<file path="config.mk">
export PLATFORM = sky130hd
export DESIGN_NAME = branch_pc_ctrl_flat
export DESIGN_NICKNAME = d
export VERILOG_FILES = /design/src/rtl/riscv_pkg.sv /design/src/rtl/branch_pc_ctrl_if.sv /design/src/rtl/branch_taken_dec.sv /design/src/rtl/branch_pc_ctrl.sv /design/src/flat_wrapper.sv
export SDC_FILE = /design/constraint.sdc
export NUM_CORES = 1
export LEC_CHECK = 0
export BUFFER_PORTS_ARGS = -buffer_cell sky130_fd_sc_hd__clkbuf_2
export CELL_PAD_IN_SITES_DETAIL_PLACEMENT = 1
export CELL_PAD_IN_SITES_GLOBAL_PLACEMENT = 1
export CORE_AREA = 2 2 175 177
export CTS_BUF_LIST = sky130_fd_sc_hd__clkbuf_2
export CTS_CLUSTER_SIZE = 14
export DETAILED_ROUTE_END_ITERATION = 12
export DIE_AREA = 0 0 177 179
export PLACE_DENSITY_LB_ADDON = 0.1
export SETUP_SLACK_MARGIN = 0.02
export SYNTH_ARGS = -nofsm -noshare
export SYNTH_HDL_FRONTEND = slang
export SYNTH_SLANG_ARGS = --single-unit
export TNS_END_PERCENT = 100
</file>
<file path="constraint.sdc">
create_clock -name clk -period 4.1 [get_ports clk]
set_input_delay 0 -clock clk [delete_from_list [all_inputs] [get_ports clk]]
set_output_delay 0 -clock clk [all_outputs]
set_load 0.1 [all_outputs]
</file>
<file path="src/rtl/riscv_pkg.sv">
// Shared definitions for the next-PC stage: branch funct3 codes, PC FSM states, default vectors.
// Latency: none (types and constants only).
// Backpressure: not applicable.
package riscv_pkg;

    localparam logic [2:0] F3_BEQ  = 3'b000;
    localparam logic [2:0] F3_BNE  = 3'b001;
    localparam logic [2:0] F3_BLT  = 3'b100;
    localparam logic [2:0] F3_BGE  = 3'b101;
    localparam logic [2:0] F3_BLTU = 3'b110;
    localparam logic [2:0] F3_BGEU = 3'b111;

    typedef enum logic [1:0] {
        BOOT = 2'd0,
        RUN  = 2'd1,
        TRAP = 2'd2
    } pc_state_e;

    localparam logic [31:0] DEF_RESET_PC = 32'h0000_0000;
    localparam logic [31:0] DEF_TRAP_VEC = 32'h0000_0100;

endpackage

</file>
<file path="src/rtl/branch_pc_ctrl_if.sv">
// Bundle between the decode/comparator side and the next-PC stage.
// Latency: none (wires only).
// Backpressure: imem_ready from the fetch side stalls the PC owner.
interface branch_pc_ctrl_if #(
    parameter int XLEN  = 32,
    parameter int CNT_W = 32
) ();

    logic             imem_ready;
    logic             branch;
    logic             jal;
    logic             jalr;
    logic [2:0]       funct3;
    logic             BrEq;
    logic             BrLt;
    logic [XLEN-1:0]  imm;
    logic [XLEN-1:0]  rs1;
    logic             trap_ack;
    logic             clr_cnt;

    logic             br_unsign;
    logic [XLEN-1:0]  pc;
    logic [XLEN-1:0]  pc_plus4;
    logic             fetch_req;
    logic             taken;
    logic             misalign_trap;
    logic [XLEN-1:0]  trap_pc;
    logic [CNT_W-1:0] br_count;
    logic [CNT_W-1:0] br_taken_count;

    // Core side: presents the instruction and comparator results, observes the PC.
    modport master (
        output imem_ready, branch, jal, jalr, funct3, BrEq, BrLt, imm, rs1, trap_ack, clr_cnt,
        input  br_unsign, pc, pc_plus4, fetch_req, taken, misalign_trap, trap_pc,
               br_count, br_taken_count
    );

    // PC stage side.
    modport slave (
        input  imem_ready, branch, jal, jalr, funct3, BrEq, BrLt, imm, rs1, trap_ack, clr_cnt,
        output br_unsign, pc, pc_plus4, fetch_req, taken, misalign_trap, trap_pc,
               br_count, br_taken_count
    );

endinterface

</file>
<file path="src/rtl/branch_taken_dec.sv">
// Decodes funct3 with comparator flags into branch condition and legality.
// Latency: combinational.
// Backpressure: none.
module branch_taken_dec
    import riscv_pkg::*;
(
    input  logic [2:0] funct3,
    input  logic       br_eq,
    input  logic       br_lt,
    output logic       cond,
    output logic       legal
);

    // Unsigned variants share the same flag; the comparator already applied signedness.
    always_comb begin
        cond  = 1'b0;
        legal = 1'b1;
        case (funct3)
            F3_BEQ:           cond = br_eq;
            F3_BNE:           cond = !br_eq;
            F3_BLT, F3_BLTU:  cond = br_lt;
            F3_BGE, F3_BGEU:  cond = !br_lt;
            default:          legal = 1'b0;
        endcase
    end

endmodule

</file>
<file path="src/rtl/branch_pc_ctrl.sv">
// Next-PC stage: resolves branches/JAL/JALR, owns the PC, traps misaligned targets, counts branches.
// Latency: PC updates one cycle after an advancing RUN cycle; taken/br_unsign are combinational.
// Backpressure: imem_ready = 0 freezes PC and counters; TRAP state ignores control inputs until trap_ack.
module branch_pc_ctrl
    import riscv_pkg::*;
#(
    parameter int              XLEN     = 32,
    parameter logic [XLEN-1:0] RESET_PC = XLEN'(DEF_RESET_PC),
    parameter logic [XLEN-1:0] TRAP_VEC = XLEN'(DEF_TRAP_VEC),
    parameter int              CNT_W    = 32
) (
    input  logic                  clk,
    input  logic                  rst_n,
    branch_pc_ctrl_if.slave       bus
);

    localparam logic [CNT_W-1:0] CNT_MAX = '1;
    localparam logic [XLEN-1:0]  BIT0_CLR = ~XLEN'(1);

    pc_state_e         state;
    logic [XLEN-1:0]   pc_q;
    logic [XLEN-1:0]   pc_plus4;
    logic [XLEN-1:0]   trap_pc_q;
    logic              fetch_req_q;
    logic              misalign_q;
    logic [CNT_W-1:0]  br_cnt_q;
    logic [CNT_W-1:0]  br_taken_cnt_q;

    logic              cond;
    logic              legal;
    logic [XLEN-1:0]   jalr_sum;
    logic [XLEN-1:0]   target;
    logic              taken;
    logic              advance;
    logic              misalign;
    logic              count_en;

    branch_taken_dec u_dec (
        .funct3 (bus.funct3),
        .br_eq  (bus.BrEq),
        .br_lt  (bus.BrLt),
        .cond   (cond),
        .legal  (legal)
    );

    assign pc_plus4 = pc_q + XLEN'(4);
    assign jalr_sum = bus.rs1 + bus.imm;

    // Target selection and control-transfer qualification; jalr beats jal beats branch.
    always_comb begin
        target   = bus.jalr ? (jalr_sum & BIT0_CLR) : (pc_q + bus.imm);
        taken    = (state == RUN) && (bus.jalr || bus.jal || (bus.branch && legal && cond));
        advance  = (state == RUN) && bus.imem_ready;
        misalign = advance && taken && target[1];
        count_en = advance && bus.branch && !bus.jal && !bus.jalr && legal && !misalign;
    end

    // PC state machine: one BOOT cycle, then run until a misaligned taken target parks us in TRAP.
    always_ff @(posedge clk or negedge rst_n) begin
        if (!rst_n) begin
            state       <= BOOT;
            pc_q        <= RESET_PC;
            fetch_req_q <= 1'b0;
            misalign_q  <= 1'b0;
            trap_pc_q   <= '0;
        end else begin
            case (state)
                BOOT: begin
                    state       <= RUN;
                    fetch_req_q <= 1'b1;
                end
                RUN: begin
                    if (advance) begin
                        if (misalign) begin
                            state       <= TRAP;
                            fetch_req_q <= 1'b0;
                            misalign_q  <= 1'b1;
                            trap_pc_q   <= target;
                        end else begin
                            pc_q <= taken ? target : pc_plus4;
                        end
                    end
                end
                TRAP: begin
                    if (bus.trap_ack) begin
                        state       <= RUN;
                        fetch_req_q <= 1'b1;
                        misalign_q  <= 1'b0;
                        pc_q        <= TRAP_VEC;
                    end
                end
                default: begin
                    state       <= BOOT;
                    fetch_req_q <= 1'b0;
                end
            endcase
        end
    end

    // Saturating retired-branch counters; a clear wins over a same-cycle increment.
    always_ff @(posedge clk or negedge rst_n) begin
        if (!rst_n) begin
            br_cnt_q       <= '0;
            br_taken_cnt_q <= '0;
        end else if (bus.clr_cnt) begin
            br_cnt_q       <= '0;
            br_taken_cnt_q <= '0;
        end else if (count_en) begin
            if (br_cnt_q != CNT_MAX) begin
                br_cnt_q <= br_cnt_q + CNT_W'(1);
            end
            if (cond && (br_taken_cnt_q != CNT_MAX)) begin
                br_taken_cnt_q <= br_taken_cnt_q + CNT_W'(1);
            end
        end
    end

    assign bus.br_unsign      = bus.funct3[1];
    assign bus.pc             = pc_q;
    assign bus.pc_plus4       = pc_plus4;
    assign bus.fetch_req      = fetch_req_q;
    assign bus.taken          = taken;
    assign bus.misalign_trap  = misalign_q;
    assign bus.trap_pc        = trap_pc_q;
    assign bus.br_count       = br_cnt_q;
    assign bus.br_taken_count = br_taken_cnt_q;

endmodule

</file>
<file path="src/flat_wrapper.sv">
// flat-port wrapper written by rule: the top's interface ports become plain ports
module branch_pc_ctrl_flat import riscv_pkg::*;
#(
    parameter int              XLEN     = 32,
    parameter logic [XLEN-1:0] RESET_PC = XLEN'(DEF_RESET_PC),
    parameter logic [XLEN-1:0] TRAP_VEC = XLEN'(DEF_TRAP_VEC),
    parameter int              CNT_W    = 32
)
  (clk, rst_n, bus_imem_ready, bus_branch, bus_jal, bus_jalr, bus_funct3, bus_BrEq, bus_BrLt, bus_imm, bus_rs1, bus_trap_ack, bus_clr_cnt, bus_br_unsign, bus_pc, bus_pc_plus4, bus_fetch_req, bus_taken, bus_misalign_trap, bus_trap_pc, bus_br_count, bus_br_taken_count);
  branch_pc_ctrl_if #(.XLEN(XLEN), .CNT_W(CNT_W)) bus_i ();
  input  logic clk;
  input  logic rst_n;
  input wire logic [$bits(bus_i.imem_ready)-1:0] bus_imem_ready;
  input wire logic [$bits(bus_i.branch)-1:0] bus_branch;
  input wire logic [$bits(bus_i.jal)-1:0] bus_jal;
  input wire logic [$bits(bus_i.jalr)-1:0] bus_jalr;
  input wire logic [$bits(bus_i.funct3)-1:0] bus_funct3;
  input wire logic [$bits(bus_i.BrEq)-1:0] bus_BrEq;
  input wire logic [$bits(bus_i.BrLt)-1:0] bus_BrLt;
  input wire logic [$bits(bus_i.imm)-1:0] bus_imm;
  input wire logic [$bits(bus_i.rs1)-1:0] bus_rs1;
  input wire logic [$bits(bus_i.trap_ack)-1:0] bus_trap_ack;
  input wire logic [$bits(bus_i.clr_cnt)-1:0] bus_clr_cnt;
  output wire logic [$bits(bus_i.br_unsign)-1:0] bus_br_unsign;
  output wire logic [$bits(bus_i.pc)-1:0] bus_pc;
  output wire logic [$bits(bus_i.pc_plus4)-1:0] bus_pc_plus4;
  output wire logic [$bits(bus_i.fetch_req)-1:0] bus_fetch_req;
  output wire logic [$bits(bus_i.taken)-1:0] bus_taken;
  output wire logic [$bits(bus_i.misalign_trap)-1:0] bus_misalign_trap;
  output wire logic [$bits(bus_i.trap_pc)-1:0] bus_trap_pc;
  output wire logic [$bits(bus_i.br_count)-1:0] bus_br_count;
  output wire logic [$bits(bus_i.br_taken_count)-1:0] bus_br_taken_count;
  assign bus_i.imem_ready = bus_imem_ready;
  assign bus_i.branch = bus_branch;
  assign bus_i.jal = bus_jal;
  assign bus_i.jalr = bus_jalr;
  assign bus_i.funct3 = bus_funct3;
  assign bus_i.BrEq = bus_BrEq;
  assign bus_i.BrLt = bus_BrLt;
  assign bus_i.imm = bus_imm;
  assign bus_i.rs1 = bus_rs1;
  assign bus_i.trap_ack = bus_trap_ack;
  assign bus_i.clr_cnt = bus_clr_cnt;
  assign bus_br_unsign = bus_i.br_unsign;
  assign bus_pc = bus_i.pc;
  assign bus_pc_plus4 = bus_i.pc_plus4;
  assign bus_fetch_req = bus_i.fetch_req;
  assign bus_taken = bus_i.taken;
  assign bus_misalign_trap = bus_i.misalign_trap;
  assign bus_trap_pc = bus_i.trap_pc;
  assign bus_br_count = bus_i.br_count;
  assign bus_br_taken_count = bus_i.br_taken_count;
  branch_pc_ctrl #(.XLEN(XLEN), .RESET_PC(RESET_PC), .TRAP_VEC(TRAP_VEC), .CNT_W(CNT_W)) u_core (.clk(clk), .rst_n(rst_n), .bus(bus_i));
endmodule
</file>
==> results of run 1 <==
[stage by stage]
stage,std cells,setup WS [ps],hold slack [ps]
final,1921,296,61.3
after CTS,1919,169,2.35
after detailed placement,1827,690,167
after global routing,1921,38.9,28.3
after global placement,1827,739,174
after floorplan,1228,21.3,-296
[worst paths after layout]
path	from	to	slack [ps]	depth (start not counted)
setup / recovery	u_core.bus.pc[14]	bus_pc_plus4[30]	300	7
hold / removal	bus_imm[23]	u_core.bus.trap_pc[23]	60	6
setup reg to reg	u_core.bus.pc[0]	u_core.bus.trap_pc[10]	310	12
hold reg to reg	u_core.bus.trap_pc[1]	u_core.bus.trap_pc[1]	500	1
max in group asynchronous	rst_n	u_core.bus.br_count[4]	3240	4
min in group asynchronous	rst_n	u_core.bus.br_taken_count[17]	370	4
[state kept, by name, indices dropped and copies added, names as in the netlist]
signal,count
u_core.bus.pc,32
u_core.state,2
u_core.bus.trap_pc,32
u_core.bus.br_taken_count,32
u_core.bus.br_count,32
u_core.bus.misalign_trap,1
[repair_timing]
| action | in CTS | in global routing |
|---|---|---|
| resized for setup | 0 | 6 |
| hold endpoints to repair | 192 | 1 |
| endpoints found under the setup margin | 0 | 7 |
| hold buffers | 60 | 1 |
[layer usage]
layer  part of all wire  wire, um  vias to the layer above
met5                  0         0                        -
met4              0.015       573                        0
met3              0.039      1490                       34
met2               0.47     18100                      213
met1               0.48     18300                     5213
li1                   -         -                     5020
[worst min-delay path, stage by stage]
cell and delay (ps):
clkbuf_2 110, ha_1 270, xor2_1 110, nor2_1 90
a21oi_1 60, o21ai_0 130
[power groups by stage]
stage	logic [mW]	registers [mW]	clock network (mW)
floorplan	3.01	3.86	0
global placement	6.22	1.98	0
detailed placement	6.24	1.99	0
CTS	6.40	1.96	0.944
global route	6.78	2.01	0.999
finish	6.41	1.96	0.917
[cell usage after synthesis (12+ instances only)]
master / count
and2_1: 13
nand2b_1: 17
nand3_1: 43
o21ai_0: 99
nand2_1: 127
nor3_1: 22
clkbuf_1: 31
and3_1: 25
o21a_1: 12
a21o_1: 28
mux2i_1: 17
dfrtp_1: 131
a211oi_1: 15
inv_1: 23
ha_1: 64
nand4_1: 30
and4_1: 15
xnor2_1: 64
xor2_1: 71
nor2_1: 123
o211ai_1: 12
or3_1: 12
a21oi_1: 78
[cell families after synthesis]
| logic type | count (synthesis) |
|---|---|
| and+or+nand+nor | 463 |
| AOI/OAI and AO/OA | 337 |
| xor gates and xnor gates | 135 |
| DFF | 131 |
| buffers and inverters | 77 |
| adders and majority gates | 66 |
| muxes | 19 |
[cell type report]
class / instances / area (sq um)
fill: 3682 / 17200
inverter: 25 / 95.1
clock buffer: 18 / 90.1
sequential: 131 / 3280
timing repair buffer: 316 / 1950
antenna: 1 / 2.50
clock inverter: 14 / 163
tap: 396 / 495
multi-input combinational: 1020 / 6750
==> metrics.cfg, run 1 <==
[grt]
met1_usage = 0.333
grt_util_all_layers = 0.243
overflow = 0
gr-usage-met2 = 0.407
grt_max_degree = 90
antenna_found_initial = 1
grt_pass1_wl_um = 60000
first_global_vias = 10600
grt-busiest-layer = met2
grt_use_met3 = 0.0346

[layout]
final_net_count = 1654
layout_commonest_cell = clkbuf_2
area_delta_synth_final_pct = 24.7
final_util = 0.427
final_cell_mix = 255 x clkbuf_2, 131 x dfrtp_1, 127 x nand2_1
drive_above_1_share = 0.212
design_area_sq_um = 12800

[synth]
synth-compound-area-share = 0.208
ys.flop_type = dfrtp_1
netlist_instances = 1228
synthSimpleGateAreaFrac = 0.225
synth_edf_count = 0
ys_seq_area_frac = 0.319
synthAdderAreaFrac = 0.0818
synth_top_family_by_area = simple AND/OR/NAND/NOR gates
muxShareOfSynthArea = 0.0191
syn_nets = 1371
yosysTopAreaCellShare = 0.319
netlist_area_sq_um = 10300
synth-xor-area-share = 0.115
synthDistinctLibCells = 83
synth_top_area_cell = dfrtp_1
yosys_warnings = 0
synth.area.top_cells = dfrtp_1 32%, ha_1 7.8%, xor2_1 6.0%, xnor2_1 5.5%, o21ai_0 4.8%
async_reset_ff_frac = 1.00
synth-seq-cells = 131
syn_avg_cell_area_sq_um = 8.38

[die]
ios = 241
core_area_sq_um = 30000
die-area_sq_um = 31700
start_util = 0.342
die_h_um = 179
rows = 64
die_w_um = 177

[critical_path]
path_class = flop to output pin
start_kind = flop
crit_required_ps = 4100
crit_buf_inv = 1
cp_slowest_cell = dfrtp_1
crit_arrival_ps = 3800
path_delay_family = simple AND/OR/NAND/NOR gates
slowest_delay_ps = 610
crit_fanout = 6
end_kind = output pin
crit_chain = nand4_1, nor3_1, and3_1, and4_1, nand3_1, xnor2_2, clkbuf_2

[pwr]
switching_power_mw = 5.95
total_power_mw = 9.29
peakVddDrop_mv = 0.563
swShare = 0.641
p_int_mw = 3.33
combPwrFrac = 0.690
clkPwrFrac = 0.099
leakage_nw = 6.17
seq_power_share = 0.211
power.density_nw_per_um2 = 724

[route]
vias = 10500
firstDrtPassIters = 5
ant_nets = 0
drc = 0
routed_wl_um = 38500
first_iter_violations = 425
post_drt_wl_per_cell_um = 20.0
vias_per_cell = 5.46

[hold_path]
hold_path.class = input pin to flop

[clocking]
clk_pin_slew_worst_paths_ps = 270
cts_htree_levels = 4
cts_tree = yes
clock_latency_ps = 730
cts_root_buf = clkbuf_2
cts_buffers = 17
cts.sinks = 131
cts_buffer_depth = 2
cts_setup_buffers = 0

[timing]
period_share = 0.928
final-setup-viol-count = 0
rsz0062_at_grt = no
timing.setup.tns_ps = 0
max_freq_ghz = 0.263
finalMaxSlewViolations = 0
slew_headroom = 0.394
skew_ps = 47.1
period_needed_ps = 3800
hold_viol_final = 0
tightest_slew_ps = 906

[placed_design]
dp_hpwl_um = 29000
place.gp.congestion = 0.855
place_area_sq_um = 11900
io_buffers = 240

[status]
status = complete, no violations

[job]
max_cap_violations = 0

Power figures use the tool's default switching activity.
==> run 2, diff against run 1 <==
- CTS_CLUSTER_DIAMETER: unset -> 50
- clock period: 4.1 -> 4.6 ns (I/O delays scaled with it)
==> run 2 against run 1 <==
Cell count rose by 0.57%. Register-to-register slack improved by 200 ps. Routed wire length rose by 1.1%. Power fell by 11%. Worst setup slack improved by 220 ps. Global-route usage rose by 0.19 points. Critical path type is now flop to flop.
==> metrics.cfg, run 2 (synthesized netlist as in run 1, its figures left out) <==
[layout]
finalNonFillerCells = 1932  ; +0.57%
seq_area_sq_um = 3280  ; unchanged
final_net_count = 1665  ; +0.67%
drive_above_1_share = 0.203  ; -0.00934
final_cell_mix = 257 x clkbuf_2, 131 x dfrtp_1, 127 x nand2_1
area_delta_synth_final_pct = 25.0
design_area_sq_um = 12900  ; +0.21%
fillers = 3723  ; +1.1%
layout_commonest_cell = clkbuf_2
multi_input_area_sq_um = 6670  ; -1.2%

[die]
start_util = 0.342  ; unchanged
die_h_um = 179  ; unchanged
die_w_um = 177  ; unchanged
ios = 241  ; unchanged
rows = 64  ; unchanged
die-area_sq_um = 31700  ; unchanged
core_area_sq_um = 30000  ; unchanged

[clocking]
cts_buffer_depth = 2  ; unchanged
cts_root_buf = clkbuf_2
cts_tree = yes
clock_latency_ps = 730  ; about the same
post_cts_resized = 0  ; unchanged
cts.sinks = 131  ; unchanged
cts_htree_levels = 4  ; unchanged
cts_buffers = 17  ; unchanged
clk_pin_slew_worst_paths_ps = 240  ; -30 ps

[placed_design]
dp_hpwl_um = 28800  ; -0.73%
io_buffers = 240  ; unchanged
place_area_sq_um = 11900  ; -0.63%
place.gp.congestion = 0.881  ; +3.0%
place_worst_setup_slack_ps = 1010  ; +317 ps
dpl.cell_count = 1827  ; unchanged

[job]
max_cap_violations = 0  ; unchanged

[grt]
overflow = 0  ; unchanged
met1_usage = 0.334  ; +0.00110
first_global_vias = 10800  ; +1.8%
grt-busiest-layer = met2
grt_pass1_wl_um = 60900  ; +1.3%
grt_use_met3 = 0.0312  ; -0.00339
gr-usage-met2 = 0.417  ; +0.0102
antenna_found_initial = 1  ; unchanged
grt_max_degree = 93  ; +3.3%
grt_util_all_layers = 0.245  ; +0.00189

[timing]
period_share = 0.888
period_needed_ps = 4090
tightest_slew_ps = 994  ; +87.9 ps
final.setup.worst_slack_ps = 515  ; +218 ps
timing.setup.tns_ps = 0  ; unchanged
final-setup-viol-count = 0  ; unchanged
hold_viol_final = 0  ; unchanged
finalMaxSlewViolations = 0  ; unchanged
skew_ps = 59.8  ; +12.7 ps
max_freq_ghz = 0.245
slew_headroom = 0.336  ; -0.0580
rsz0062_at_grt = no

[critical_path]
path_class = flop to flop
crit_fanout = 5  ; -1
rr_startpoint = u_core.bus.pc[0]
crit_required_ps = 5260  ; +1160 ps
end_kind = flop
cp-startpoint = u_core.bus.pc[0]
crit_arrival_ps = 4740  ; +940 ps
r2r_slack_ps = 510  ; +200 ps
start_kind = flop

[pwr]
power.density_nw_per_um2 = 642  ; -11%
leakage_nw = 6.15  ; -0.33%
peakVddDrop_mv = 0.463  ; -18%
total_power_mw = 8.26  ; -11%

[route]
firstDrtPassIters = 5  ; unchanged
routed_wl_um = 38900  ; +1.1%
vias = 10500  ; +0.31%
vias_per_cell = 5.44  ; -0.26%
first_iter_violations = 480  ; +13%
ant_nets = 0  ; unchanged
post_drt_wl_per_cell_um = 20.1  ; +0.52%
drc = 0  ; unchanged

[status]
status = complete, no violations

[hold_path]
min-delay-start = bus_imm[4]
hold_path.class = input pin to flop

[run 2: power by group]
group	internal [mW]	total, mW	switching [mW]
Combinational	1.29	5.70	4.41
Sequential	1.40	1.74	0.342
Clock	0.270	0.819	0.549
Total	2.96	8.26	5.30
[run 2: final cells by class]
class,count,area share
multi-input cells,1020,0.519
flip-flops and latches,131,0.255
repair buffers,327,0.160
well taps,396,0.0385
clock inverters,14,0.0129
inverters,25,0.00740
clock buffers,18,0.00701
diodes,1,0.000195
[run 2: metrics by stage]
step                       util  hold WS, ps
after global placement    0.395          198
final                     0.428         30.6
after detailed placement  0.395          198
after global routing      0.428         43.3
after floorplan               -         -296
after CTS                 0.428         3.94
[run 2: critical path, cell delays in order, from the launching register on]
cell           delay (ps)
dfrtp_1               470
ha_1                  260
fa_1                  440
a211oi_1              340
o21ai_0               300
a211oi_2              400
a2bb2oi_1             590
o21ai_0               200
xor2_1                230
mux2i_1               100
dlygate4sd3_1         570
o21ai_0               150
[run 2: repair_timing]
action / in CTS / in global routing
hold endpoints to repair: 197 / 0
buffers inserted: 0 / 0
setup endpoints to repair: 0 / 0
hold buffers: 72 / 0
[run 2: path summary, 6_finish.rpt]
kind	endpoint	depth (start not counted)
worst max-delay path	u_core.bus.trap_pc[28]	11
worst min-delay path	u_core.bus.trap_pc[4]	6
worst max register to register	u_core.bus.trap_pc[28]	11
worst min register to register	u_core.bus.trap_pc[9]	2
max in group asynchronous	u_core.bus.br_count[3]	4
min in group asynchronous	u_core.bus.br_taken_count[17]	4
[run 2: metal layers]
layer / wire [um] / share of wire
met1: 18300 / 0.47
met2: 18600 / 0.48
met3: 1490 / 0.038
met4: 457 / 0.012
met5: 0 / 0
